[src/rtl/seq_detector_core.sv]
// Serial pattern detector on the board clock. The divider's slow clock is
// treated as data: synchronised, edge-detected, and used to sample one din bit.
module seq_detector_core #(
  parameter int               PAT_LEN = 4,
  parameter logic [PAT_LEN-1:0] PATTERN = 4'b1011,
  parameter bit               OVERLAP = 1'b1,
  parameter int               CNT_W   = 8
) (
  input  logic               CCLK,
  input  logic               reset,
  input  logic               clk_div,
  input  logic               din,
  output logic               sample_tick,
  output logic               detect_pulse,
  output logic               detect_led,
  output logic [CNT_W-1:0]   match_count,
  output logic [PAT_LEN-1:0] history
);

  localparam int             FW   = $clog2(PAT_LEN + 1);
  localparam logic [FW-1:0]  FULL = FW'(PAT_LEN);

  typedef enum logic [1:0] {S_IDLE, S_FILL, S_RUN, S_HIT} state_t;

  state_t               state, state_d;
  logic [1:0]           clk_sync, din_sync, sync_vld;
  logic                 prev, armed, rise, cmp_pend, led_q;
  logic [FW-1:0]        fill, fill_next;
  logic [PAT_LEN-1:0]   hist_next;
  logic                 will_match;

  // sync_vld marks when clk_sync[1] holds a post-reset sample, so a slow clock
  // that is high at reset release is not mistaken for a low phase.
  always_ff @(posedge CCLK) begin
    if (reset) begin
      clk_sync <= '0;
      din_sync <= '0;
      sync_vld <= '0;
      prev     <= 1'b0;
      armed    <= 1'b0;
      cmp_pend <= 1'b0;
    end else begin
      clk_sync <= {clk_sync[0], clk_div};
      din_sync <= {din_sync[0], din};
      sync_vld <= {sync_vld[0], 1'b1};
      prev     <= clk_sync[1];
      armed    <= armed | (sync_vld[1] & ~clk_sync[1]);
      cmp_pend <= rise;
    end
  end

  assign rise        = clk_sync[1] & ~prev & armed;
  assign sample_tick = rise;
  assign hist_next   = {history[PAT_LEN-2:0], din_sync[1]};
  assign fill_next   = (fill == FULL) ? FULL : fill + 1'b1;
  // Lets the LED stay lit across back-to-back matches instead of blinking off.
  assign will_match  = (fill_next == FULL) && (hist_next == PATTERN) &&
                       ((state == S_RUN) || (state == S_FILL));

  always_ff @(posedge CCLK) begin
    if (reset) begin
      history <= '0;
      fill    <= '0;
    end else if ((state == S_HIT) && !OVERLAP) begin
      history <= '0;
      fill    <= '0;
    end else if (rise) begin
      history <= hist_next;
      fill    <= fill_next;
    end
  end

  always_ff @(posedge CCLK) begin
    if (reset) state <= S_IDLE;
    else       state <= state_d;
  end

  always_comb begin
    state_d      = state;
    detect_pulse = 1'b0;
    case (state)
      S_IDLE: if (armed) state_d = S_FILL;
      S_FILL: if (rise && (fill_next == FULL)) state_d = S_RUN;
      S_RUN:  if (cmp_pend && (history == PATTERN)) state_d = S_HIT;
      S_HIT: begin
        detect_pulse = 1'b1;
        state_d      = OVERLAP ? S_RUN : S_FILL;
      end
      default: state_d = S_IDLE;
    endcase
  end

  always_ff @(posedge CCLK) begin
    if (reset) begin
      led_q       <= 1'b0;
      match_count <= '0;
    end else begin
      if (state == S_HIT)  led_q <= 1'b1;
      else if (rise)       led_q <= will_match;
      if ((state == S_HIT) && (match_count != '1))
        match_count <= match_count + 1'b1;
    end
  end

  assign detect_led = led_q | (state == S_HIT);

endmodule

[config.mk]
export PLATFORM = sky130hd
export DESIGN_NAME = seq_detector_core
export DESIGN_NICKNAME = d
export VERILOG_FILES = /design/src/rtl/seq_detector_core.sv
export SDC_FILE = /design/constraint.sdc
export NUM_CORES = 1
export LEC_CHECK = 0
export BUFFER_PORTS_ARGS = -buffer_cell sky130_fd_sc_hd__buf_2
export CORE_MARGIN = 2
export CORE_UTILIZATION = 35
export CTS_CLUSTER_SIZE = 40
export DETAILED_ROUTE_END_ITERATION = 10
export PLACE_DENSITY = 0.65
export REMOVE_ABC_BUFFERS = 1
export SETUP_SLACK_MARGIN = 0.05
export SLEW_MARGIN = 20
export SYNTH_ARGS = -nofsm -noshare
export SYNTH_HDL_FRONTEND = slang
export SYNTH_SLANG_ARGS = --single-unit
[constraint.sdc]
create_clock -name CCLK -period 2.45 [get_ports CCLK]
set_input_delay 0.3675 -clock CCLK [delete_from_list [all_inputs] [get_ports CCLK]]
set_output_delay 0.3675 -clock CCLK [all_outputs]
set_load 0.01 [all_outputs]
### Word-level counts from Yosys, hierarchy flattened

Index checks and enable logic that the tools add are counted.

* add/subtract/negate cells: 2
* multipliers: 0
* div/mod/pow operators: 0
* magnitude comparators: 0
* eq/ne operators: 11
* shift operators: 0
* muxes and demuxes: 9
* bitwise operators: 7
* reduce and logical (&&, ||, !) cells: 9

Operators by type and width (number)
* $add 8x1->8 const B: 1
* $eq 4x4->1 const B: 2
* $ne 8x8->1 const B: 1
* $pmux 2 s4: 1
* $eq 3x3->1 const B: 2
* $mux 2: 3
* $logic_and 1x1->1: 5
* $eq 2x2->1 const B: 2
* $mux 1: 4
* $ne 2x1->1 const B: 2
* $add 3x1->3 const B: 1
* $and 1x1->1: 3
* $mux 3: 1
* $reduce_and 3->1: 1
* $eq 2x1->1 const B: 1
* $logic_not 2->1: 1
* $ne 2x2->1 const B: 1
* $not 1->1: 2
* $or 1x1->1: 2
* $reduce_bool 2->1: 1
* $logic_or 1x1->1: 1

* register bits: 27
* bits in latches: 0
* memory bits (writable): 0
* bits in read-only memories: 0
* bits of input ports: 4
* output and inout bits: 15
* word-level logic and storage cells: 50
* memories: 0

### Depth between registers and ports, before layout

Gate-level depths: netlist of the first run.

* depth in word-level cells: 7
* mapped depth: 6

### Worst setup path before layout of the first run

No wires, ideal clock.

* kind: register to register
* start point: reg fill[0]
* end point: reg state[0]
* library setup time: 0.086 ns
* data arrival time: 1.496 ns
* required time: 2.364 ns
* setup slack: 0.868 ns
* stages on the path, launching flop included: 6
* period minus slack after synthesis: 1.582 ns
* cell sequence: dfxtp_1 inv_1 ha_1 nor4b_4 o221ai_2 a221oi_2

* cells in the longest elaborated chain, start to end: 6
* elaborated cells between the ends (all ways): 7
* those cells by class: 1 x add/sub; 3 x eq/ne; 1 x mux; 2 x reduce/logical

RTL lines
* start, declared: line 28 `logic [FW-1:0] fill, fill_next;`
* start signal, assigned: line 69 `fill <= fill_next;`
* $add 3x1->3 or $eq 3x3->1 (tied branches): line 55 `assign fill_next = (fill == FULL) ? FULL : fill + 1'b1;`
* $mux 3 *: line 55
* via fill_next[1]: line 28
* $eq 3x3->1 *: line 83 `S_FILL: if (rise && (fill_next == FULL)) state_d = S_RUN;`
* $logic_and 1x1->1 *: line 83
* $ne 2x1->1 (no line) *
* $reduce_and 3->1 (no line) *
* end signal, assigned: line 75 `else state <= state_d;`
* end, declared: line 25 `state_t state, state_d;`

Mark *: on every way through the listed nets, which the timed path passes. The rest lies on a longest branch.
A chain may end at the register's enable or synchronous reset.

### Worst setup path after layout of the first run

* start point: reg armed
* end point: out sample_tick

* cells in the longest elaborated chain, start to end: 1

RTL lines
* start, declared: line 27 `logic prev, armed, rise, cmp_pend, led_q;`
* start signal, assigned: line 47 `armed <= armed | (sync_vld[1] & ~clk_sync[1]);`
* $and 1x1->1: line 52 `assign rise = clk_sync[1] & ~prev & armed;`
* end, declared: line 13 `output logic sample_tick,`

No other way between the ends.

==> qor.csv, run 1 <==
stage,metric,value,unit
timing,Rel. slew slack,66.90,%
timing,Fin Setup TNS,0,ps
logic_synthesis,Post-synth ARST share,0,%
logic_synthesis,post-synthesis cell type count,38,
clock_tree,Bufs on Longest Clock Path,2,
timing,Setup Viol. Count Final,0,
logic_synthesis,Yosys warnings,0,
timing,actual slew at the worst max-slew pin,496.4,ps
critical_path,worst reg-to-reg setup slack,710,ps
critical_path,kind of critical path,reg -> out,
die,row count,21,
clock_tree,root buffer cell,clkbuf_4,
timing,Final Slew Violations,0,
global_route,Global Route Usage Sum,11.96,%
global_route,vias in the first global route,913,
layout,Layout area overhead,13.42,%
placement,pre-CTS setup slack,728.9,ps
logic_synthesis,Yosys reg bits,27,
power,PD cells,637.3,mW/mm^2
clock_tree,H-tree depth,1,
critical_path,Worst Path Max Fanout,12,
timing,minimum clock period,1824,ps
timing,"Period Utilization, post-route",74.47,%
outcome,status,"complete, no violations",
clock_tree,clock sinks,27,
power,worst vdd ir,0.2447,mV
global_route,grt peak-use layer,met2,
routing,# DRC,0,
placement,IO Port Bufs,18,
routing,drt first pass iters,4,
global_route,largest net degree at the start of global routing,29,
placement,GP Congestion,0.7584,
critical_path,arrival time worst endpoint,1460,ps
clock_tree,clk_lat worst skew,320,ps
placement,DP Area,0.001334,mm^2
layout,most frequent cells in the layout,"dfxtp_1, nand2_1, buf_2",
routing,via count,943,
critical_path,Worst Setup Start Kind,flop,
logic_synthesis,"Top FF cell, synth",dfxtp_1,
logic_synthesis,Post-Syn Area,0.001202,mm^2
clock_tree,CTS tree,yes,
power,Total Power,0.8691,mW
global_route,first-pass GRT wire length,3795,um
layout,"commonest non-fill, non-tap cell in the layout",dfxtp_1,
layout,design area,0.001364,mm^2
clock_tree,TritonCTS buffer count,3,
die,die area,0.003920,mm^2
clock_tree,Clock transition at path regs,150,ps
logic_synthesis,cell count after synthesis,133,
die,die span in x,62.61,um
clock_tree,post-CTS sizing,0,
timing,setup ws final,625.5,ps
layout,Inserted Diodes,0,
logic_synthesis,number of flops mapped to enable cells by yosys,0,
global_route,GR Layer Usage met1,14.43,%
critical_path,Worst EP required,2080,ps
timing,Hold Slack,237.0,ps
die,IO Pins,19,
clock_tree,hold_buf cts,0,
flow_run,number of max-cap violations,0,
timing,Max Clk Rate,0.5481,GHz
layout,nets@finish,163,
global_route,total congestion overflow,0,
placement,hpwl dp,1575,um
logic_synthesis,Synth Area per Inst,9.041,um^2
routing,Initial DRC Count,33,
clock_tree,Post-CTS Setup Bufs,0,
logic_synthesis,"Seq/Total Area, Yosys",44.95,%
critical_path,Setup crit end kind,output port,
power,Static Leak,0.5479,nW
die,core area,0.003311,mm^2
global_route,initial antenna violation count,0,
timing,Final Hold Viols,0,
die,die height,62.61,um
worst_hold_path,Hold WC Path Type,in -> reg,
routing,via/cell ratio,4.787,
global_route,GRT met2 Usage,20.70,%
routing,routed wire length,2102,um
die,Initial Util,36.32,%
timing,RSZ-0062 raised after global routing,no,
global_route,global-route met3 utilization,2.342,%
layout,layout cells sized above 1,20.53,%
routing,routed length per placed instance,10.67,um
timing,skew final,8.505,ps
routing,antenna-violating nets left,0,
layout,# fillers,365,
sequential cells by signal, summed over array words and instances, names as in the netlist:
name and cells:
state 2, clk_sync 2, match_count 8, armed 1, cmp_pend 1, din_sync 2
sync_vld 2, fill 3, led_q 1, prev 1, history 4
worst max-delay path, stage by stage, from the launching register on:
cell	delay, ps
dfxtp_1	460
nand3b_2	290
inv_2	230
buf_2	160
per-layer routing:
| metal | vias to the layer above | wire length, um | share of wire [%] |
|---|---|---|---|
| met5 | - | 0 | 0 |
| met1 | 429 | 1003 | 48 |
| met4 | 0 | 15 | 0.71 |
| li1 | 495 | - | - |
| met2 | 17 | 1000 | 48 |
| met3 | 2 | 82 | 3.9 |
worst paths after layout:
path         cells past startpoint         from           to
max                              3        armed  sample_tick
min                              2          din  din_sync[0]
max reg2reg                      5      fill[0]     state[0]
min reg2reg                      1  sync_vld[0]  sync_vld[1]
Yosys cell counts (all sizes together), types with 2 or more instances:
| master | n | area, um^2 |
|---|---|---|
| o21ai | 3 | 18.77 |
| nand2 | 18 | 67.56 |
| nand3b | 2 | 18.77 |
| nor4b | 2 | 32.53 |
| or2 | 2 | 12.51 |
| nor2b | 6 | 37.54 |
| inv | 9 | 33.78 |
| ha | 7 | 87.58 |
| clkbuf | 3 | 11.26 |
| a21oi | 14 | 70.07 |
| nor2 | 13 | 48.80 |
| or3 | 2 | 12.51 |
| xor2 | 2 | 17.52 |
| nand4 | 2 | 12.51 |
| nor3 | 3 | 15.01 |
| dfxtp | 27 | 540.5 |
cell families (layout without fill, tap and decap cells):
| family | after synthesis | after routing | synth area share, % |
|---|---|---|---|
| buf+inv | 13 | 31 | 4.162 |
| simple gates | 56 | 56 | 25.08 |
| xor+xnor | 3 | 3 | 2.186 |
| mux | 1 | 1 | 0.8325 |
| compound gates | 26 | 26 | 15.50 |
| flops | 27 | 27 | 44.95 |
| fa+ha+maj | 7 | 7 | 7.284 |
power by group:
| part | switching (mW) | internal, mW | total (mW) |
|---|---|---|---|
| sequential | 0.0176 | 0.465 | 0.482 |
| clock | 0.130 | 0.0623 | 0.192 |
| combinational | 0.108 | 0.0867 | 0.194 |
cell type report:
class	instances	area, um^2	share of cell area (%)
clock buffer	3	22.52	1.651
clock inverter	1	7.507	0.5505
inverter	9	33.78	2.477
multi-input combinational	93	611.8	44.86
sequential	27	540.5	39.63
tap	46	57.56	4.220
timing repair buffer	18	90.09	6.605
metrics by stage:
stage | util [%] | cells
after floorplan | - | 129
after global placement | 40.29 | 193
after detailed placement | 40.29 | 193
after CTS | 41.19 | 197
after global routing | 41.19 | 197
final | 41.19 | 197
(Power assumes the default switching activity.)
==> run 2: changes to the inputs <==
==> constraint.sdc (replaced) <==
create_clock -name CCLK -period 1.77 [get_ports CCLK]
set_input_delay 0.2655 -clock CCLK [delete_from_list [all_inputs] [get_ports CCLK]]
set_output_delay 0.2655 -clock CCLK [all_outputs]
set_load 0.01 [all_outputs]
==> qor.csv, run 2 (synthesis results as in run 1) <==
stage,metric,value,unit,change
placement,DP Cell Count,197,,was 193
placement,DP Area,0.001364,mm^2,was 0.001334 mm^2
routing,drt first pass iters,4,,unchanged
clock_tree,Post-CTS Setup Bufs,0,,unchanged
power,Static Leak,0.5954,nW,was 0.5479 nW
die,Initial Util,36.32,%,unchanged
timing,"Period Utilization, post-route",94.27,%,
clock_tree,CTS tree,yes,,unchanged
die,row count,21,,unchanged
routing,Initial DRC Count,19,,was 33
flow_run,number of max-cap violations,0,,unchanged
layout,Inserted Diodes,0,,unchanged
worst_hold_path,hold path startpoint,din,,unchanged
layout,Layout area overhead,19.87,%,was 13.42%
power,Switching Share,30.11,%,was 29.37%
global_route,largest net degree at the start of global routing,18,,was 29
power,PD cells,871.3,mW/mm^2,was 637.3 mW/mm^2
timing,Rel. slew slack,78.39,%,was 66.90%
clock_tree,Bufs on Longest Clock Path,2,,unchanged
timing,Setup Viol. Count Final,0,,unchanged
critical_path,Worst Setup Start Kind,flop,,unchanged
critical_path,worst reg-to-reg setup slack,130,ps,was 710 ps
layout,nets@finish,167,,was 163
power,worst vdd ir,0.3175,mV,was 0.2447 mV
layout,Largest Register,match_count,,unchanged
layout,layout cells sized above 1,27.10,%,was 20.53%
layout,number of flip-flops in the largest register,8,,unchanged
critical_path,Worst EP required,1500,ps,was 2080 ps
routing,routed length per placed instance,12.05,um,was 10.67 um
clock_tree,TritonCTS buffer count,3,,unchanged
timing,skew final,13.70,ps,was 8.505 ps
power,combinational power share,24.2,%,was 22.4%
timing,minimum clock period,1669,ps,
timing,Final Slew Violations,0,,unchanged
outcome,status,"complete, no violations",,unchanged
critical_path,Setup crit end,detect_led,,was sample_tick
global_route,Global Route Usage Sum,11.96,%,unchanged
critical_path,worst flop-to-flop path startpoint,fill[0],,unchanged
critical_path,r2r endpoint,state[0],,unchanged
global_route,first-pass GRT wire length,3774,um,was 3795 um
routing,via/cell ratio,4.945,,was 4.787
timing,Final Hold Viols,0,,unchanged
layout,design area,0.001441,mm^2,was 0.001364 mm^2
power,P_sw,0.3782,mW,was 0.2552 mW
global_route,vias in the first global route,873,,was 913
clock_tree,clock sinks,27,,unchanged
die,die height,62.61,um,unchanged
layout,"commonest non-fill, non-tap cell in the layout",dfxtp_1,,unchanged
global_route,initial antenna violation count,0,,unchanged
worst_hold_path,Hold WC Path Type,in -> reg,,unchanged
critical_path,arrival time worst endpoint,1400,ps,was 1460 ps
placement,GP Congestion,0.8016,,was 0.7584
clock_tree,root buffer cell,clkbuf_4,,unchanged
layout,Post-Layout Cell Count,201,,was 197
timing,actual slew at the worst max-slew pin,324.1,ps,was 496.4 ps
power,Seq pwr share,54.3,%,was 55.5%
clock_tree,Clock transition at path regs,160,ps,was 150 ps
global_route,total congestion overflow,0,,unchanged
timing,Max Clk Rate,0.5993,GHz,
clock_tree,clk_lat worst skew,320,ps,about the same
critical_path,Setup crit end kind,output port,,unchanged
die,core area,0.003311,mm^2,unchanged
routing,via count,994,,was 943
placement,hpwl dp,1780,um,was 1575 um
clock_tree,H-tree depth,1,,unchanged
critical_path,cells on worst reg2reg path,5,,unchanged
die,die area,0.003920,mm^2,unchanged
die,IO Pins,19,,unchanged
clock_tree,hold_buf cts,0,,unchanged
placement,IO Port Bufs,18,,unchanged
power,Clock power frac,21.4,%,was 22.1%
routing,routed wire length,2422,um,was 2102 um
power,internal power,0.8777,mW,was 0.6139 mW
critical_path,critical path startpoint,state[0],,was armed
die,die span in x,62.61,um,unchanged
critical_path,kind of critical path,reg -> out,,unchanged
routing,antenna-violating nets left,0,,unchanged
timing,Hold Slack,136.5,ps,was 237.0 ps
timing,RSZ-0062 raised after global routing,no,,unchanged
layout,top flop regs,"match_count x8, history x4, fill x3",,unchanged
layout,most frequent cells in the layout,"dfxtp_1, nand2_1, buf_2",,unchanged
routing,# DRC,0,,unchanged
critical_path,Worst Path Max Fanout,5,,was 12
-- run 2: power by group through the flow --
stage	clock [mW]	combinational [mW]	sequential, mW
after floorplan	0	0.204	0.679
after global placement	0	0.267	0.681
after detailed placement	0	0.282	0.681
after CTS	0.281	0.284	0.671
after global routing	0.298	0.335	0.687
final	0.269	0.305	0.682
-- run 2: what timing repair did --
item,CTS,global route
pin swaps,0,1
endpoints found under the setup margin,3,4
gates resized for setup,2,10
cloned,0,0
-- run 2: routing by layer --
metal  track usage [%]  up-vias  part of all wire [%]
li1                  -      504                     -
met5                 0        -                     0
met3             1.982        2                   3.6
met4             5.000        0                  0.74
met1             14.54      471                    47
met2             20.83       17                    49
-- run 2: worst max-delay path: stages, from the launching register on --
cell and delay (ps):
dfxtp_2 380, ha_4 160, buf_4 140, or2_2 280, buf_6 120
-- run 2: metrics by stage --
stage               setup TNS (ps)  total power, mW  util, %  worst slack [ps]
detailed placement               0           0.9637    41.19             10.15
floorplan                        0           0.8834        -             187.1
global route                     0            1.320    43.54             50.04
CTS                         -2.063            1.235    42.40            -2.063
global placement                 0           0.9482    41.19             133.6
finish                           0            1.256    43.54             101.4
-- run 2: worst min path at each step --
| stage | endpoint | slack [ps] | cells after the start |
|---|---|---|---|
| after floorplan | sync_vld[0] | 320 | 1 |
| after global routing | clk_sync[0] | 130 | 2 |
| after global placement | sync_vld[1] | 420 | 1 |
| after detailed placement | sync_vld[1] | 430 | 1 |
| after CTS | din_sync[0] | 130 | 2 |
| final | din_sync[0] | 140 | 2 |
-- run 2: layout make-up --
| type | instances | area, um^2 |
|---|---|---|
| Fill cell | 353 | 1869 |
| Multi-Input combinational cell | 93 | 644.4 |
| Sequential cell | 27 | 549.3 |
| Timing Repair Buffer | 22 | 126.4 |
| Tap cell | 46 | 57.56 |
| Inverter | 9 | 33.78 |
| Clock buffer | 3 | 22.52 |
| Clock inverter | 1 | 7.507 |
